`src/rtl/taylor_pkg.sv`:
```
// Shared constants for the fixed-point Maclaurin cosine block.
// Holds the default widths, FSM state encoding and the reciprocal table
// 1/((2k-1)(2k)) scaled by 65536 for k = 1..MAX_TERMS.
package taylor_pkg;

    localparam int unsigned WIDTH_DEF   = 24;
    localparam int unsigned FRAC_DEF    = 10;
    localparam int unsigned MAX_TERMS   = 6;
    localparam int unsigned RECIP_W     = 16;
    localparam int unsigned RECIP_SHIFT = 16;
    localparam int unsigned SHIFT_W     = 5;
    localparam int unsigned K_W         = 3;

    typedef enum logic [2:0] {
        ST_IDLE   = 3'd0,
        ST_SQUARE = 3'd1,
        ST_MUL    = 3'd2,
        ST_SCALE  = 3'd3,
        ST_DONE   = 3'd4
    } state_e;

    // Entry i holds RECIP[k] for k = i+1.
    localparam logic [RECIP_W-1:0] RECIP [MAX_TERMS] = '{
        16'd32768, 16'd5461, 16'd2185, 16'd1170, 16'd728, 16'd496
    };

endpackage

```
`src/rtl/taylor_series_fxp_mul.sv`:
```
// Signed WIDTH x WIDTH multiply with a run-time arithmetic right shift.
// Ports:
//   a_i, b_i   signed operands
//   shift_i    right-shift amount applied to the full 2*WIDTH product
//   prod_c_o   shifted product wrapped to WIDTH bits (combinational)
module fxp_mul
    import taylor_pkg::*;
#(
    parameter int unsigned WIDTH = WIDTH_DEF
) (
    input  logic signed [WIDTH-1:0]   a_i,
    input  logic signed [WIDTH-1:0]   b_i,
    input  logic        [SHIFT_W-1:0] shift_i,
    output logic signed [WIDTH-1:0]   prod_c_o
);

    logic signed [2*WIDTH-1:0] prod_full;

    // Full-width product, then floor-shift and wrap.
    assign prod_full = a_i * b_i;
    assign prod_c_o  = WIDTH'(prod_full >>> shift_i);

endmodule

```
`src/rtl/taylor_series.sv`:
```
// Sequential fixed-point cosine: cos(x) = 1 - x^2/2! + x^4/4! - ...
// One multiplier is shared between the square, term-by-x^2 and
// reciprocal-scaling steps; one series term is produced every two cycles.
// Ports:
//   clock      rising-edge clock
//   reset      synchronous active-low reset
//   start      request, only sampled in IDLE
//   angle_in   signed angle in radians, FRAC fractional bits
//   ready_out  one-cycle pulse when cos_out updates
//   cos_out    signed result, held between results
module taylor_series
    import taylor_pkg::*;
#(
    parameter int unsigned WIDTH = WIDTH_DEF,
    parameter int unsigned FRAC  = FRAC_DEF,
    parameter int unsigned TERMS = 4
) (
    input  logic                    clock,
    input  logic                    reset,
    input  logic                    start,
    input  logic signed [WIDTH-1:0] angle_in,
    output logic                    ready_out,
    output logic signed [WIDTH-1:0] cos_out
);

    localparam logic signed [WIDTH-1:0] ONE = WIDTH'(1 << FRAC);

    state_e                  state_q, state_d;
    logic signed [WIDTH-1:0] a_q, a_d;
    logic signed [WIDTH-1:0] x2_q, x2_d;
    logic signed [WIDTH-1:0] term_q, term_d;
    logic signed [WIDTH-1:0] p_q, p_d;
    logic signed [WIDTH-1:0] acc_q, acc_d;
    logic signed [WIDTH-1:0] cos_q, cos_d;
    logic        [K_W-1:0]   k_q, k_d;
    logic                    ready_q, ready_d;

    logic signed [WIDTH-1:0] mul_a_c, mul_b_c, prod_c;
    logic        [SHIFT_W-1:0] shift_c;

    fxp_mul #(.WIDTH(WIDTH)) u_mul (
        .a_i      (mul_a_c),
        .b_i      (mul_b_c),
        .shift_i  (shift_c),
        .prod_c_o (prod_c)
    );

    // Next-state, operand muxing and datapath updates.
    always_comb begin
        state_d = state_q;
        a_d     = a_q;
        x2_d    = x2_q;
        term_d  = term_q;
        p_d     = p_q;
        acc_d   = acc_q;
        k_d     = k_q;
        cos_d   = cos_q;
        ready_d = 1'b0;
        mul_a_c = a_q;
        mul_b_c = a_q;
        shift_c = SHIFT_W'(FRAC);

        case (state_q)
            ST_IDLE: begin
                if (start) begin
                    a_d     = angle_in;
                    k_d     = K_W'(1);
                    state_d = ST_SQUARE;
                end
            end
            ST_SQUARE: begin
                x2_d    = prod_c;
                acc_d   = ONE;
                term_d  = ONE;
                state_d = ST_MUL;
            end
            ST_MUL: begin
                mul_a_c = term_q;
                mul_b_c = x2_q;
                p_d     = prod_c;
                state_d = ST_SCALE;
            end
            ST_SCALE: begin
                mul_a_c = p_q;
                mul_b_c = WIDTH'(RECIP[k_q - K_W'(1)]);
                shift_c = SHIFT_W'(RECIP_SHIFT);
                term_d  = prod_c;
                // Odd-numbered terms carry a minus sign.
                acc_d   = k_q[0] ? (acc_q - prod_c) : (acc_q + prod_c);
                if (k_q == K_W'(TERMS)) begin
                    cos_d   = acc_d;
                    ready_d = 1'b1;
                    state_d = ST_DONE;
                end else begin
                    k_d     = k_q + K_W'(1);
                    state_d = ST_MUL;
                end
            end
            ST_DONE: begin
                state_d = ST_IDLE;
            end
            default: begin
                state_d = ST_IDLE;
            end
        endcase
    end

    // State and datapath registers.
    always_ff @(posedge clock) begin
        if (!reset) begin
            state_q <= ST_IDLE;
            a_q     <= '0;
            x2_q    <= '0;
            term_q  <= '0;
            p_q     <= '0;
            acc_q   <= '0;
            k_q     <= '0;
            cos_q   <= '0;
            ready_q <= 1'b0;
        end else begin
            state_q <= state_d;
            a_q     <= a_d;
            x2_q    <= x2_d;
            term_q  <= term_d;
            p_q     <= p_d;
            acc_q   <= acc_d;
            k_q     <= k_d;
            cos_q   <= cos_d;
            ready_q <= ready_d;
        end
    end

    assign ready_out = ready_q;
    assign cos_out   = cos_q;

endmodule

```
`config.mk`:
```
export PLATFORM = sky130hd
export DESIGN_NAME = taylor_series
export DESIGN_NICKNAME = d
export VERILOG_FILES = /design/src/rtl/taylor_pkg.sv /design/src/rtl/taylor_series_fxp_mul.sv /design/src/rtl/taylor_series.sv
export SDC_FILE = /design/constraint.sdc
export NUM_CORES = 2
export LEC_CHECK = 0
export ABC_AREA = 0
export CAP_MARGIN = 20
export CORE_UTILIZATION = 40
export CTS_CLUSTER_DIAMETER = 60
export DETAILED_ROUTE_END_ITERATION = 12
export SLEW_MARGIN = 20
export SYNTH_ARGS = -nofsm -noshare
export SYNTH_HDL_FRONTEND = slang
export SYNTH_HIERARCHICAL = 1
export SYNTH_SLANG_ARGS = --single-unit
```
`constraint.sdc`:
```
create_clock -name clock -period 10.4 [get_ports clock]
set_clock_uncertainty 0.15 [all_clocks]
set_input_delay 2.08 -clock clock [delete_from_list [all_inputs] [get_ports clock]]
set_output_delay 2.08 -clock clock [all_outputs]
set_load 0.05 [all_outputs]
```
* After elaboration in Yosys (flattened, before gate mapping)
Memory sizes are Yosys's and may differ from the RTL's. Cells that the tools add are included.
Storage, ports and cells: register bits after elaboration 151, bits in read-only memories 128, output and inout bits 25, memories kept 1
Memories:
- (no name shown) | depth 8, bits a word 16, read ports 1, clocked after Yosys merged registers in 0, wr ports 0, line taylor_series.sv:85 | mul_b_c = WIDTH'(RECIP[k_q - K_W'(1)]);
Cells by class: add/sub/neg operators 4, $mul 1, $lt $le $gt $ge 1, equal/unequal tests 6, shift-type cells 1, muxes and demuxes 14, bitwise operators 1, reductions and logical operators 7
Operator list (number):
- one-hot mux 24 bit (2 select lines) | 4
- multiplier 24 x 24 -> 48 bit | 1
- >>> shifter 48 x 5 -> 24 bit | 1
- two-way mux 16 bit | 2
- adder 24 bit | 1
- two-way mux 24 bit | 1
- subtractor 24 bit | 1
- one-hot mux 3 bit (4 select lines) | 1
- two-way mux 3 bit | 3
- equality test 3 x 2 -> 1 bit, second input constant | 2
- one-hot mux 3 bit (2 select lines) | 1
- AND reduction 2 bit | 3
- two-way mux 5 bit | 1
- greater-or-equal comparator 4 bit, second input constant | 1
- inequality test 2 bit, second input constant | 2
- NOT 3 -> 4 bit | 1
- nonzero test 2 bit | 2
- adder 3 x 1 -> 3 bit, second input constant | 1
- equality test 3 x 1 -> 1 bit, second input constant | 1
- equality test 3 bit, second input constant | 1
- logical NOT 3 bit | 1
- AND reduction 3 bit | 1
- subtractor 3 x 1 -> 3 bit, second input constant | 1
- two-way mux 1 bit | 1

* Longest topological paths before layout
depth after elaboration 11, gate-level depth with buffers 54, depth with buffers taken out 49

* Hierarchy
The synthesis kept the hierarchy.
Modules (own cells, without submodules):
- fxp_mul | instances 1, cells each 2708, area each 24358.4 sq um, seq. area each 0.0 sq um
- taylor_series | instances 1, cells each 1070, area each 8365.5 sq um, seq. area each 3022.9 sq um

* Least setup slack after synthesis
OpenSTA, ideal clock, no wires.
path kind register -> register, start point reg k_q[0], end point reg cos_q[20], in the netlist cos_out[20], arrival 11.216 ns, required time 10.130 ns, slack -1.086 ns, cell stages (with the launch flop) 45, period minus slack after synthesis 11.486 ns, path through dfxtp_1 -> clkbuf_1 -> inv_1 -> ha_1 -> ha_1 -> nor2_1 -> and2_1 -> a221o_1 -> clkbuf_1 -> and2_1 -> fa_1 -> inv_1 -> fa_1 -> inv_1 -> fa_1 -> inv_1 -> fa_1 -> fa_1 -> [... 9 more ...] -> xor2_1 -> mux2i_1 -> mux4_2 -> nor3_1 -> a2111oi_2 -> nor4_1 -> nand2b_1 -> nor3_1 -> nor2_1 -> xnor2_1 -> ha_1 -> clkbuf_1 -> a21oi_1 -> o21ai_0 -> a21oi_1 -> o211ai_1 -> o21a_1 -> o31a_1
On the way: cells in the longest elaborated chain, start to end 10
RTL lines:
- start, declared | line taylor_series.sv:35 | logic [K_W-1:0] k_q, k_d;
- start signal, assigned | line taylor_series.sv:127 | k_q <= k_d;
- subtractor 3 x 1 -> 3 bit (*) | line taylor_series.sv:85
- NOT 3 -> 4 bit (implied by the code) (*) | line taylor_series.sv:85
- memory (8 x 16 bit) (*)
- two-way mux 16 bit (implied by the code) (*) (2 in a row) | line taylor_series.sv:85
- one-hot mux 24 bit (2 select lines) (*) | line taylor_series.sv:63 | case (state_q)
- named net mul_b_c[2] | line taylor_series.sv:38 | logic signed [WIDTH-1:0] mul_a_c, mul_b_c, prod_c;
- multiplier 24 x 24 -> 48 bit (*) | line taylor_series_fxp_mul.sv:20 | assign prod_full = a_i * b_i;
- >>> shifter 48 x 5 -> 24 bit (*) | line taylor_series_fxp_mul.sv:21 | assign prod_c_o = WIDTH'(prod_full >>> shift_i);
- named net prod_c[17] | line taylor_series.sv:38
- adder 24 bit or subtractor 24 bit (tied branches) | line taylor_series.sv:89 | acc_d = k_q[0] ? (acc_q - prod_c) : (acc_q + prod_c);
- two-way mux 24 bit (*) | line taylor_series.sv:89
- end signal, assigned | line taylor_series.sv:128 | cos_q <= cos_d;
- end, declared | line taylor_series.sv:34 | logic signed [WIDTH-1:0] cos_q, cos_d;
Mark *: on every way through the listed nets, which the timed path passes. The rest lies on a longest branch. The select of a mux whose other input is x is not followed. A chain may end at the register's enable or synchronous reset.

* Final worst setup path
start point reg k_q[0], end point reg cos_q[18], in the netlist cos_out[18]
The elaborated chain is that of the path after synthesis.

==> run_results.csv <==
group,metric,value,unit
synthesis,ys_async_sr_fraction,0,
setup_path,cp.required,10.55,ns
floorplanning,die_y,288,um
route,drc_errors,0,
floorplanning,rows,104,
timing,hold_violations,0,
synthesis,synthTopCellsByArea,"fa_1, dfxtp_1, nand2_1",
finish,diodes,0,
setup_path,reg2reg_depth,44,
floorplanning,die_area,83000,sq um
synthesis,synth_top_cell_by_area,"fa_1",
cts,cts_sinks,151,
setup_path,crit_fanout,8,
synthesis,synth_top_area_frac,0.372,
synthesis,ys_seq_area_frac,0.0924,
pwr,peakVddDrop,0.166,mV
hold_path,hold_class,"flip-flop to flip-flop",
floorplanning,core_area,80700,sq um
pwr,power.density,141,nW/um^2
timing,fin_crit_sh,1.05,
synthesis,synth_edf_count,0,
timing,setup_viol,38,
hold_path,hold_end,"p_q[2]",
setup_path,r2r_start,"k_q[0]",
setup_path,cp.arrival,11.08,ns
synthesis,synth.ff_latch_count,151,
route,vias_per_cell,5.29,
place,portBuffers,51,
cts,cts_tree,"yes",
global_route,grt_pass1_wl,165,mm
setup_path,worstSetupPathType,"flip-flop to flip-flop",
setup_path,cp-start-kind,"flip-flop",
timing,slew_headroom,0.291,
setup_path,r2r_end,"cos_out[18]",
finish,nets,5117,
cts,numCtsBuffers,17,
timing,fin_crit,10.92,ns
synthesis,syn_inst,3778,
global_route,antenna_found_initial,0,
place,dp.cells,5252,
global_route,grt_pass1_vias,29816,
synthesis,avgSynthCellArea,8.66,sq um
floorplanning,io_pins,52,
place,place.gp.congestion,0.945,
synthesis,ys_warn_count,6,
cts,root_buffer,"clkbuf_16",
floorplanning,start_util,0.406,
timing,maxSlewViolCount,0,
status,status,"finished with violations",
finish,fin_cells,5389,
global_route,grt_max_degree,125,
pwr,power,5.97,mW
setup_path,crit_slowest_cell,"fa_2",
global_route,grt_overflow,0,
route,vias,28513,
setup_path,crit_path_frequent_cell,"buf_4",
timing,fmax,0.0915,GHz
job,drv_cap,0,
setup_path,cp-end-kind,"flip-flop",
timing,layout_setup_ws,-0.524,ns
setup_path,cp.buffers_inverters,12,
setup_path,cp_top_family,"adder cells",
setup_path,ff2ff_setup_slack,-0.52,ns
setup_path,slowest_delay,0.59,ns
synthesis,syn_area,32700,sq um
cts,clockBufferDepth,2,
synthesis,synth_ff_type,"dfxtp_1",
hold_path,holdPathStages,2,
finish,area_delta_synth_final,29.9,%
timing,worstMarginPinSlew,1.06,ns
status,failed_checks,"negative setup slack",
route,detail-route-antenna-nets,0,
cts,clk_latency,0.43,ns
hold_path,min_from,"p_q[2]",
route,routedWlPerCell,18.9,um
global_route,track_usage,0.252,
pwr,leakage,16.6,nW
route,routed_wl,102,mm
synthesis,synth_cell_types,103,
place,dp_hpwl,82.5,mm
route,drtIter0Drc,1814,
floorplanning,fp.dieW,288,um
cts,clkTransAtPathRegs,0.06,ns
finish,n_fill_cell,7355,
cts,ctsHtreeMaxLevel,4,
finish,drive_gt1_frac,0.266,
route,drt_first_pass_iters,5,
timing,rsz0062_at_grt,"yes",
==> flip-flops by register name, summed over array words and instances (netlist names) <==
signal and cells:
a_q 24, acc_q 24, cos_out 24, k_q 3, p_q 24, ready_out 1
state_q 3, term_q 24, x2_q 24
==> worst min-delay path: stages, from the launching register on <==
cell	delay [ns]
dfxtp_1	0.31
nand2_1	0.05
a21boi_1	0.05
==> report_power, final <==
part           internal, mW  switching [mW]  leakage, nW  total (mW)
clock                 0.369           0.257        0.279       0.626
sequential            0.614          0.0218         1.22       0.635
combinational          2.24            2.47         15.1        4.71
==> area by class of cell <==
class	instances	area [sq um]	area share
clock inverter	9	115	0.00271
timing repair buffer	755	6670	0.157
clock buffer	23	468	0.0110
tap	1060	1330	0.0312
multi-input combinational	2862	28900	0.680
sequential	151	3030	0.0712
inverter	529	1990	0.0469
==> cells by family (layout without fill, tap and decap cells) <==
kind of cell | count (synthesis) | in the layout | share of synthesized area
and+or+nand+nor | 1272 | 1272 | 0.187
adders and majority gates | 774 | 774 | 0.435
buffers and inverters | 772 | 1316 | 0.0899
AOI/OAI and AO/OA | 599 | 599 | 0.129
DFF | 151 | 151 | 0.0924
muxes | 107 | 107 | 0.0383
xor gates and xnor gates | 102 | 102 | 0.0278
other | 1 | 8 | 0.000115
==> how the worst max path moves through the flow <==
stage                 from          end  slack, ns  cells after the start
floorplan           k_q[0]  cos_out[20]      -0.24                     45
global placement    k_q[0]  cos_out[20]      -0.79                     45
detailed placement  k_q[0]  cos_out[23]      -0.85                     44
CTS                 k_q[0]  cos_out[22]      -0.37                     46
global route        k_q[0]    acc_q[22]      -0.86                     47
finish              k_q[0]  cos_out[18]      -0.52                     44
==> routing by layer <==
layer | part of all wire | global-route usage | up-vias | routed length [um]
met5 | 0 | 0 | - | 0
met2 | 0.48 | 0.419 | 793 | 48500
li1 | - | - | 13129 | -
met1 | 0.45 | 0.348 | 14448 | 45300
met3 | 0.054 | 0.0337 | 143 | 5500
met4 | 0.023 | 0.0599 | 0 | 2390
==> placed cells by master, fill, tap and decap left out, types with 21 or more instances in the layout <==
master	netlist	final
a21boi_1	77	76
and2_1	292	283
nor2_1	102	84
xnor2_1	71	54
clkdlybuf4s50_1	0	50
o21ai_1	29	38
a21oi_2	1	41
ha_4	0	25
dfxtp_1	151	149
inv_2	3	25
nand3_1	56	51
mux2i_1	79	72
nor3_1	35	22
ha_1	166	135
inv_1	525	501
a21boi_0	37	36
buf_4	2	609
nand2_1	639	627
o21ai_2	2	35
a21oi_1	112	56
a211oi_1	32	23
nand2b_1	26	24
buf_6	0	39
fa_1	608	588
buf_12	0	54
a21o_1	21	21
o21ai_0	86	37
nand4_1	25	25
==> Yosys cell counts (21+ instances only) <==
cell / count
nand4_1: 25
mux2i_1: 79
a21oi_1: 112
xor2_1: 29
o21ai_0: 86
a211oi_1: 32
nand2b_1: 26
xnor2_1: 71
a21boi_0: 37
nor2_1: 102
a21boi_1: 77
a21o_1: 21
nor3_1: 35
ha_1: 166
dfxtp_1: 151
nand3_1: 56
clkbuf_1: 198
o21ai_1: 29
inv_1: 525
fa_1: 608
nand2_1: 639
and2_1: 292
buf_2: 29
==> stage by stage <==
stage               setup TNS [ns]  instance area (sq um)   util  worst slack, ns  hold WS [ns]
global route                -28.74                  42500  0.527           -0.860         0.322
floorplan                   -0.763                  33200      -           -0.243         0.279
finish                      -15.52                  42500  0.527           -0.524         0.302
detailed placement          -24.04                  39200  0.486           -0.847         0.295
global placement            -19.39                  39200  0.486           -0.791         0.290
CTS                         -10.43                  41600  0.515           -0.374         0.303
==> what timing repair did <==
item | 4_1_cts | 5_1_grt
gates cloned | 4 | 0
buffers inserted | 78 | 28
hold buffers | 0 | 0
gates resized for setup | 248 | 147
pin swaps | 202 | 80
hold endpoints to repair | 0 | 0
setup endpoints to repair | 42 | 44
(Power assumes the default switching activity.)
